**src/rtl/phase_arbiter_if.sv**
```systemverilog
// phase_arbiter_if: request/grant and phase-output bundle for phase_arbiter.
//   req  : per-requester request lines (requester -> arbiter)
//   hold : pause, freezes an active sequence and blocks new grants
//   gnt  : one-hot grant or all zero (arbiter -> requester)
//   o    : 2-bit phase output
//   busy : high while a sequence is active
//   done : one-cycle pulse on entry to the final phase
// master = requester/environment side, slave = arbiter side.
interface phase_arbiter_if #(
  parameter int NREQ = 4
);
  logic [NREQ-1:0] req;
  logic            hold;
  logic [NREQ-1:0] gnt;
  logic [1:0]      o;
  logic            busy;
  logic            done;

  modport master (output req, hold, input gnt, o, busy, done);
  modport slave  (input req, hold, output gnt, o, busy, done);
endinterface

```
**src/rtl/phase_arbiter.sv**
```systemverilog
// phase_arbiter: round-robin arbiter sharing a 4-phase sequencer
// (o = 01 -> 10 -> 11 -> 00) among NREQ requesters. Each grant runs one full
// phase sequence; re-arbitration happens in IDLE and in LAST (back-to-back).
// INV_ENC selects one-hot (0) or inverted one-hot (1) state codes; port
// behaviour is identical for both.
// Ports:
//   clk : rising-edge clock
//   rst : asynchronous active-high reset
//   bus : phase_arbiter_if slave modport (req, hold in; gnt, o, busy, done out)
module phase_arbiter #(
  parameter int NREQ    = 4,
  parameter int INV_ENC = 0
) (
  input  logic           clk,
  input  logic           rst,
  phase_arbiter_if.slave bus
);
  localparam int         PW       = (NREQ > 1) ? $clog2(NREQ) : 1;
  localparam logic [4:0] ENC_MASK = (INV_ENC != 0) ? 5'b11111 : 5'b00000;

  typedef enum logic [4:0] {
    IDLE = 5'b00001 ^ ENC_MASK,
    PH1  = 5'b00010 ^ ENC_MASK,
    PH2  = 5'b00100 ^ ENC_MASK,
    PH3  = 5'b01000 ^ ENC_MASK,
    LAST = 5'b10000 ^ ENC_MASK
  } state_t;

  // Plain vector so corrupted (non-legal) codes are representable and recoverable.
  logic [4:0]      state;
  state_t          next_state;
  logic [PW-1:0]   ptr, ptr_n, win;
  logic            found;
  int unsigned     idx;
  logic [NREQ-1:0] gnt_q, gnt_n;
  logic [1:0]      o_q, o_n;
  logic            busy_q, busy_n;
  logic            done_q, done_n;

  // Round-robin search starting just after the last granted requester.
  always_comb begin : arb_search
    found = 1'b0;
    win   = ptr;
    idx   = 0;
    for (int unsigned k = 1; k <= NREQ; k++) begin
      idx = (32'(ptr) + k) % NREQ;
      if (!found && bus.req[idx[PW-1:0]]) begin
        found = 1'b1;
        win   = idx[PW-1:0];
      end
    end
  end

  always_comb begin : next_logic
    next_state = IDLE;
    gnt_n      = '0;
    ptr_n      = ptr;
    case (state)
      IDLE: begin
        if (!bus.hold && found) begin
          next_state = PH1;
          gnt_n      = NREQ'(1) << win;
          ptr_n      = win;
        end
      end
      PH1: begin
        next_state = bus.hold ? PH1 : PH2;
        gnt_n      = gnt_q;
      end
      PH2: begin
        next_state = bus.hold ? PH2 : PH3;
        gnt_n      = gnt_q;
      end
      PH3: begin
        next_state = bus.hold ? PH3 : LAST;
        gnt_n      = gnt_q;
      end
      LAST: begin
        if (bus.hold) begin
          next_state = LAST;
          gnt_n      = gnt_q;
        end else if (found) begin
          next_state = PH1;
          gnt_n      = NREQ'(1) << win;
          ptr_n      = win;
        end
      end
      default: next_state = IDLE;
    endcase
  end

  // Outputs are decoded from the next state and registered, so they carry
  // no combinational path from req/hold.
  always_comb begin : out_logic
    o_n    = '0;
    busy_n = 1'b0;
    case (next_state)
      PH1:     begin o_n = 2'b01; busy_n = 1'b1; end
      PH2:     begin o_n = 2'b10; busy_n = 1'b1; end
      PH3:     begin o_n = 2'b11; busy_n = 1'b1; end
      LAST:    begin o_n = 2'b00; busy_n = 1'b1; end
      default: begin o_n = 2'b00; busy_n = 1'b0; end
    endcase
    // Only on entry to LAST; a hold-frozen LAST keeps done low.
    done_n = (next_state == LAST) && (state != LAST);
  end

  always_ff @(posedge clk or posedge rst) begin
    if (rst) begin
      state  <= IDLE;
      ptr    <= PW'(NREQ - 1);
      gnt_q  <= '0;
      o_q    <= '0;
      busy_q <= 1'b0;
      done_q <= 1'b0;
    end else begin
      state  <= next_state;
      ptr    <= ptr_n;
      gnt_q  <= gnt_n;
      o_q    <= o_n;
      busy_q <= busy_n;
      done_q <= done_n;
    end
  end

  assign bus.gnt  = gnt_q;
  assign bus.o    = o_q;
  assign bus.busy = busy_q;
  assign bus.done = done_q;
endmodule

```
**src/flat_wrapper.sv**
```systemverilog
// flat-port wrapper written by rule: the top's interface ports become plain ports
module phase_arbiter_flat 
#(
  parameter int NREQ    = 4,
  parameter int INV_ENC = 0
)
  (clk, rst, bus_req, bus_hold, bus_gnt, bus_o, bus_busy, bus_done);
  phase_arbiter_if #(.NREQ(NREQ)) bus_i ();
  input  logic clk;
  input  logic rst;
  input wire logic [$bits(bus_i.req)-1:0] bus_req;
  input wire logic [$bits(bus_i.hold)-1:0] bus_hold;
  output wire logic [$bits(bus_i.gnt)-1:0] bus_gnt;
  output wire logic [$bits(bus_i.o)-1:0] bus_o;
  output wire logic [$bits(bus_i.busy)-1:0] bus_busy;
  output wire logic [$bits(bus_i.done)-1:0] bus_done;
  assign bus_i.req = bus_req;
  assign bus_i.hold = bus_hold;
  assign bus_gnt = bus_i.gnt;
  assign bus_o = bus_i.o;
  assign bus_busy = bus_i.busy;
  assign bus_done = bus_i.done;
  phase_arbiter #(.NREQ(NREQ), .INV_ENC(INV_ENC)) u_core (.clk(clk), .rst(rst), .bus(bus_i));
endmodule
```
**config.mk**
```make
export PLATFORM = sky130hd
export DESIGN_NAME = phase_arbiter_flat
export DESIGN_NICKNAME = d
export VERILOG_FILES = /design/src/rtl/phase_arbiter_if.sv /design/src/rtl/phase_arbiter.sv /design/src/flat_wrapper.sv
export SDC_FILE = /design/constraint.sdc
export NUM_CORES = 1
export LEC_CHECK = 0
export ABC_AREA = 1
export BUFFER_PORTS_ARGS = -buffer_cell sky130_fd_sc_hd__buf_2
export CAP_MARGIN = 20
export CORE_UTILIZATION = 50
export CTS_CLUSTER_DIAMETER = 40
export DETAILED_ROUTE_END_ITERATION = 16
export PLACE_DENSITY = 0.74
export SETUP_SLACK_MARGIN = 0.5
export SYNTH_ARGS = -nofsm -noshare
export SYNTH_HDL_FRONTEND = slang
export SYNTH_SLANG_ARGS = --single-unit
```
**constraint.sdc**
```tcl
create_clock -name clk -period 1.4 [get_ports clk]
set_input_delay 0.28 -clock clk [delete_from_list [all_inputs] [get_ports clk]]
set_output_delay 0.28 -clock clk [all_outputs]
set_load 0.05 [all_outputs]
```
==> impl_metrics.toml, run 1 <==
[detailed_routing]
drtPass1Iterations = 10
drcViolationCount = 1
via_count = 1136
vias_per_cell = 5.24
antenna_left = 0
drt_iter0_markers = 27
totalWireLength_mm = 2.96
wl_per_cell_um = 13.6

[final_layout]
multiInputGateArea_um2 = 704
n_antenna_cell = 0
num-fill-cells = 128
area.sequential_um2 = 379
area_growth_pct = 51.6
nNetsFinal = 198
fin_area_um2 = 1560
drive_gt1_frac = 0.500

[grt]
grt_max_degree = 16
grt_overflow = 0
groute.usage.overall = 0.299
grt_pass1_vias = 1046
grt_pass1_wl_mm = 4.58
antenna_found_initial = 0

[timing]
finalCritPeriodShare = 1.20
holdWs_ps = 38.0
relSlewSlack = 0.620
finalMaxSlewViolations = 0
period_needed_ps = 1680
rsz0062_at_grt = "true"
max_freq_ghz = 0.595
fin_skew_ps = 6.54
tns_ps = -2250
layout_setup_ws_ps = -279
max_slew.worst_pin.slew_ps = 569
final-setup-viol-count = 10
hold_viol = 0

[synth]
synth_warnings = 0
yosys.area.top_type = "dfrtp_1"
synth.area.top_cells = "dfrtp_1 29%, nand2_1 21%, dfstp_2 7.7%"
syn_avg_cell_area_um2 = 6.94
synth_flop_cell = "dfrtp_1"
synth_top_area_frac = 0.292
synth_area_um2 = 1030
ys_async_sr_fraction = 1.00
netlist_instances = 148
syn-num-nets = 155
synth_cell_types = 21
seq_area_frac_synth = 0.369
synth.ff_latch_count = 15
synth_edf_count = 0

[floorplan]
io_pins = 15
fp.dieW_um = 47.3
dieArea_um2 = 2240
rows = 16
core_um2 = 1940
initial_core_util = 0.529
die_h_um = 47.3

[cts]
ctsLongestPathBuffers = 2
clk-insertion-delay-late_ps = 290
cts_max_level = 1
cts_tree = "built"
clkSinkCount = 15
cts_made_buffers = 3
ctsHoldBuffers = 0
root_buffer = "clkbuf_4"
clkTransAtPathRegs_ps = 90

[placed_design]
place_area_um2 = 1220
place_hpwl_mm = 1.79
gp_congestion = 0.860
port_buffers = 14

[critical_path]
critPathMaxStageDelay_ps = 620
required_ps = 1630
crit_arrival_ps = 1910
reg2reg_from = "u_core.ptr[0]$_DFFE_PP1P_"
path_cells = "inv_4 > nand2_2 > nand2_4 > nand2_4 > nand2_8 > nor2_8 > nand2_2 > nand2_1 > nand2_2 > nor2_2 > nand2_1 > nand2_1"
cp_max_fo = 6
cp-start-kind = "register"
cp-end-kind = "register"
critPathKind = "reg -> reg"
rrSetupSlack_ps = -280
r2r_cells = 12
cp_slowest_cell = "dfstp_2"
worstReg2RegEnd = "u_core.bus.gnt[3]$_DFFE_PP0P_"

[pwr]
p_per_area_nw_per_um2 = 2350
leakage_nw = 0.861
irDropWorstVdd_mv = 1.76

[run_status]
outcome = "finished with violations"
violations = "DRC, setup timing"

[flow_run]
max_cap_viol_count = 0

[worst_hold_path]
hold_class = "in -> async"
-- worst max-delay path: cells and delay by family, from the launching register on --
family / cells / cell delay, ps
buffers and inverters: 1 / 80
and+or+nand+nor: 11 / 920
DFF: 1 / 620
-- timing repair --
| item | 4_1_cts | 5_1_grt |
|---|---|---|
| setup endpoints to repair | 23 | 23 |
| pin swaps | 10 | 7 |
| setup buffers | 10 | 4 |
| gates resized for setup | 43 | 18 |
| endpoints found under the hold margin | 0 | 0 |
-- per-layer routing --
metal  global-route usage  vias to the layer above  routed length, um
met5                    0                        -                  0
met4                0.149                        0                142
met3               0.0538                       19                108
met2                0.529                       38               1530
met1                0.344                      539               1170
li1                     -                      540                  -
-- worst max path at each step --
stage / cells after the start / slack, ps / start / endpoint
floorplan: 12 / -140 / u_core.ptr[0]$_DFFE_PP1P_ / u_core.bus.o[0]$_DFF_PP0_
global placement: 12 / -240 / u_core.ptr[0]$_DFFE_PP1P_ / u_core.bus.gnt[3]$_DFFE_PP0P_
detailed placement: 12 / -300 / u_core.ptr[0]$_DFFE_PP1P_ / u_core.bus.gnt[3]$_DFFE_PP0P_
CTS: 11 / -250 / u_core.ptr[0]$_DFFE_PP1P_ / u_core.bus.gnt[3]$_DFFE_PP0P_
global route: 11 / -380 / u_core.ptr[0]$_DFFE_PP1P_ / u_core.bus.o[0]$_DFF_PP0_
finish: 12 / -280 / u_core.ptr[0]$_DFFE_PP1P_ / u_core.bus.gnt[3]$_DFFE_PP0P_
-- sequential cells by signal, indices dropped and copies added, names as in the netlist --
name / flops
u_core.bus.busy: 1
u_core.bus.done: 1
u_core.bus.gnt: 4
u_core.bus.o: 2
u_core.ptr: 2
u_core.state: 5
-- report_power, final --
group	internal, mW	switching [mW]	leakage, nW
Sequential	0.584	0.131	0.190
Clock	0.111	0.142	0.0150
Combinational	1.08	1.61	0.656
Total	1.78	1.88	0.861
-- cells in the final DEF (no fill, tap or decap) --
cell | netlist | routed
a21oi_1 | 1 | 1
a22oi_1 | 1 | 1
buf_2 | 0 | 6
buf_4 | 1 | 22
buf_6 | 1 | 12
clkbuf_1 | 0 | 1
clkbuf_4 | 0 | 3
dfrtp_1 | 12 | 12
dfstp_2 | 3 | 3
inv_1 | 16 | 13
inv_2 | 5 | 6
inv_4 | 0 | 2
nand2_1 | 58 | 49
nand2_2 | 11 | 10
nand2_4 | 4 | 13
nand2_8 | 0 | 1
nand3_1 | 12 | 7
nand3_2 | 1 | 5
nand3_4 | 1 | 2
nand4_1 | 2 | 2
nor2_1 | 8 | 4
nor2_2 | 2 | 3
nor2_4 | 0 | 3
nor2_8 | 1 | 1
o21ai_1 | 2 | 5
o21ai_2 | 1 | 2
o21ai_4 | 0 | 1
-- cells by family after synthesis --
family | after synthesis | share of synthesized area
DFF | 15 | 0.369
buffers and inverters | 23 | 0.0950
and+or+nand+nor | 100 | 0.481
AOI/OAI and AO/OA | 10 | 0.0548
-- through the flow --
step	cells	power (mW)	setup slack (ps)	utilization
3_3_place_gp	199	2.60	-238	0.629
2_1_floorplan	148	2.16	-139	-
3_5_place_dp	199	2.64	-299	0.629
6_report	217	3.66	-279	0.802
5_1_grt	217	3.87	-377	0.802
4_1_cts	213	3.37	-247	0.754
-- synth_stat cells, types with 2 or more instances --
cell and n:
nand4_1 2, inv_1 16, nor2_1 8, dfstp_2 3, dfrtp_1 12, nand3_1 12
nand2_2 11, nor2_2 2, nand2_4 4, inv_2 5, o21ai_0 5, o21ai_1 2
nand2_1 58
-- final cells by class --
cell class                 instances  area share
tap                               27      0.0217
sequential                        15       0.243
multi-input combinational        110       0.452
timing repair buffer              40       0.212
clock buffer                       4      0.0169
inverter                          21      0.0538
Power figures use the tool's default switching activity.
==> run 2: changes to the inputs <==
Settings changed: ABC_AREA 1 to default, CORE_UTILIZATION 50 to 48, PLACE_DENSITY 0.74 to 0.73, SLEW_MARGIN from default to 20.
==> run 2 against run 1 <==
Net effect:
- the flow finishes with violations (setup timing)
- core utilization is 0.73 points lower
- count of clock-buffer cells in the layout is 1 lower
- routed wire length is 26% lower
- first-iteration DRC count is 48% lower
- synthesized cell count is 39% lower
- global-route usage is 5.0 points lower
- clock power hardly changed
- design area is 12% lower
- largest cell class unchanged
- largest power group unchanged
==> impl_metrics.toml, run 2 <==
[run_status]
outcome = "finished with violations"
violations = "setup timing"

[timing]
relSlewSlack = 0.644
finalMaxSlewViolations = 0
max_slew.worst_pin.slew_ps = 533
fin_skew_ps = 4.95
period_needed_ps = 1550
final-setup-viol-count = 10
holdWs_ps = 12.8
finalCritPeriodShare = 1.11
hold_viol = 0
max_freq_ghz = 0.645
rsz0062_at_grt = "true"
layout_setup_ws_ps = -150

[critical_path]
critPathKind = "reg -> reg"
cp-start-kind = "register"
crit_arrival_ps = 1780
required_ps = 1630
cp_max_fo = 6
cp-end-kind = "register"

[grt]
antenna_found_initial = 0
groute.usage.overall = 0.249
grt_overflow = 0
grt_pass1_wl_mm = 3.59
grt_pass1_vias = 816
grt_max_degree = 16

[synth]
synth_warnings = 0
synth.area.top_cells = "dfrtp_1 34%, dfstp_2 9.0%, a32o_1 4.6%"
syn-num-nets = 97
netlist_instances = 90
synth.top_cells.by_count = "12 x dfrtp_1, 9 x nor2_1, 6 x nand2_1, 5 x a21oi_1"
synth_flop_cell = "dfrtp_1"
synth_top_area_frac = 0.341
syn_avg_cell_area_um2 = 9.77
synth_cell_types = 35
synth_edf_count = 0
synth.ff_latch_count = 15
synth_most_common_cell = "dfrtp_1"
yosys.area.top_type = "dfrtp_1"
ys_async_sr_fraction = 1.00
seq_area_frac_synth = 0.431
synth_area_um2 = 880

[final_layout]
drive_gt1_frac = 0.575
nNetsFinal = 135
layout_commonest_cell = "buf_4"
fin_area_um2 = 1370
regMostFlops = "u_core.state"
largest_reg_flops = 5
num-fill-cells = 120
area_growth_pct = 56.0
final_cell_mix = "19 x buf_4, 14 x buf_6, 11 x dfrtp_1"
n_antenna_cell = 0

[floorplan]
rows = 15
fp.dieW_um = 44.8
initial_core_util = 0.509
core_um2 = 1730
dieArea_um2 = 2010
io_pins = 15
die_h_um = 44.8

[cts]
clk-insertion-delay-late_ps = 280
cts_tree = "built"
root_buffer = "clkbuf_4"
cts_max_level = 1
clkSinkCount = 15
ctsHoldBuffers = 0
clkTransAtPathRegs_ps = 100
cts_made_buffers = 3
ctsLongestPathBuffers = 2

[detailed_routing]
vias_per_cell = 5.57
drt_iter0_markers = 14
totalWireLength_mm = 2.20
drcViolationCount = 0
antenna_left = 0
wl_per_cell_um = 14.5
via_count = 846
drtPass1Iterations = 4

[placed_design]
place_hpwl_mm = 1.55
place_area_um2 = 1120
gp_congestion = 0.842
dp_slack_ps = -129
port_buffers = 14

[pwr]
p_per_area_nw_per_um2 = 2070
irDropWorstVdd_mv = 1.32
leakage_nw = 0.605

[flow_run]
max_cap_viol_count = 0

[worst_hold_path]
hold_class = "in -> async"
[run 2: cell count changes after synthesis, moves of 3 or more]
cell / delta
a211oi_1: +4
a21oi_1: +4
a32o_1: +4
buf_2: +3
inv_1: -12
inv_2: -5
nand2_1: -52
nand2_2: -11
nand2_4: -4
nand2b_1: +3
nand3_1: -10
nor3_1: +3
[run 2: worst max-delay path, stage by stage, from the launching register on]
cell and delay [ps]:
dfrtp_1 430, or4b_1 540, o32a_1 210, o41ai_4 110, o32a_1 210
[run 2: path summary, 6_finish.rpt]
kind	from	to	slack [ps]	cells past startpoint
setup reg to reg	u_core.state[2]$_DFF_PP0_	u_core.bus.busy$_DFF_PP0_	-150	4
hold reg to reg	u_core.bus.gnt[2]$_DFFE_PP0P_	u_core.bus.gnt[2]$_DFFE_PP0P_	530	1
setup / recovery	u_core.state[2]$_DFF_PP0_	u_core.bus.busy$_DFF_PP0_	-150	4
max in group asynchronous	rst	u_core.state[1]$_DFF_PP0_	1000	2
min in group clk	bus_hold	u_core.state[4]$_DFF_PP0_	410	3
hold / removal	rst	u_core.bus.o[1]$_DFF_PP0_	10	2
[run 2: area by class of cell]
class                           instances  area, um2  area share
Multi-Input combinational cell         65        588       0.428
Sequential cell                        15        380       0.277
Timing Repair Buffer                   39        330       0.241
Tap cell                               25       31.3      0.0228
Clock buffer                            3       22.5      0.0164
Inverter                                4       15.0      0.0109
Clock inverter                          1       5.00     0.00365
[run 2: metrics by stage]
step,setup TNS (ps),utilization,power (mW),std cells
2_1_floorplan,-636,-,1.75,90
3_3_place_gp,-581,0.647,2.08,142
3_5_place_dp,-952,0.647,2.14,142
4_1_cts,-808,0.757,2.67,150
5_1_grt,-1650,0.795,3.01,152
6_report,-1100,0.795,2.84,152
[run 2: layer usage]
| metal | wire length (um) | vias up | share of wire | GRT usage |
|---|---|---|---|---|
| met1 | 969 | 409 | 0.44 | 0.330 |
| met2 | 1120 | 26 | 0.51 | 0.426 |
| met3 | 97 | 2 | 0.044 | 0.0480 |
| met5 | 0 | - | 0 | 0 |
| li1 | - | 409 | - | - |
| met4 | 9 | 0 | 0.0041 | 0.0545 |
[run 2: logic make-up after synthesis]
kind of cell              Yosys count  share of synthesized area
AOI/OAI and AO/OA                  26                      0.235
xor gates and xnor gates            3                     0.0299
buffers and inverters              10                     0.0640
DFF                                15                      0.431
and+or+nand+nor                    36                      0.240
[run 2: report_power, final]
part	total [mW]	internal [mW]	switching [mW]	leakage [nW]
clock	0.254	0.106	0.148	0.0177
sequential	0.743	0.604	0.139	0.193
combinational	1.84	0.886	0.952	0.394
[run 2: timing repair]
item / in CTS / in global routing
setup endpoints to repair: 23 / 23
pin swaps: 12 / 6
resized for setup: 33 / 12
cloned: 0 / 0
setup buffers: 4 / 2
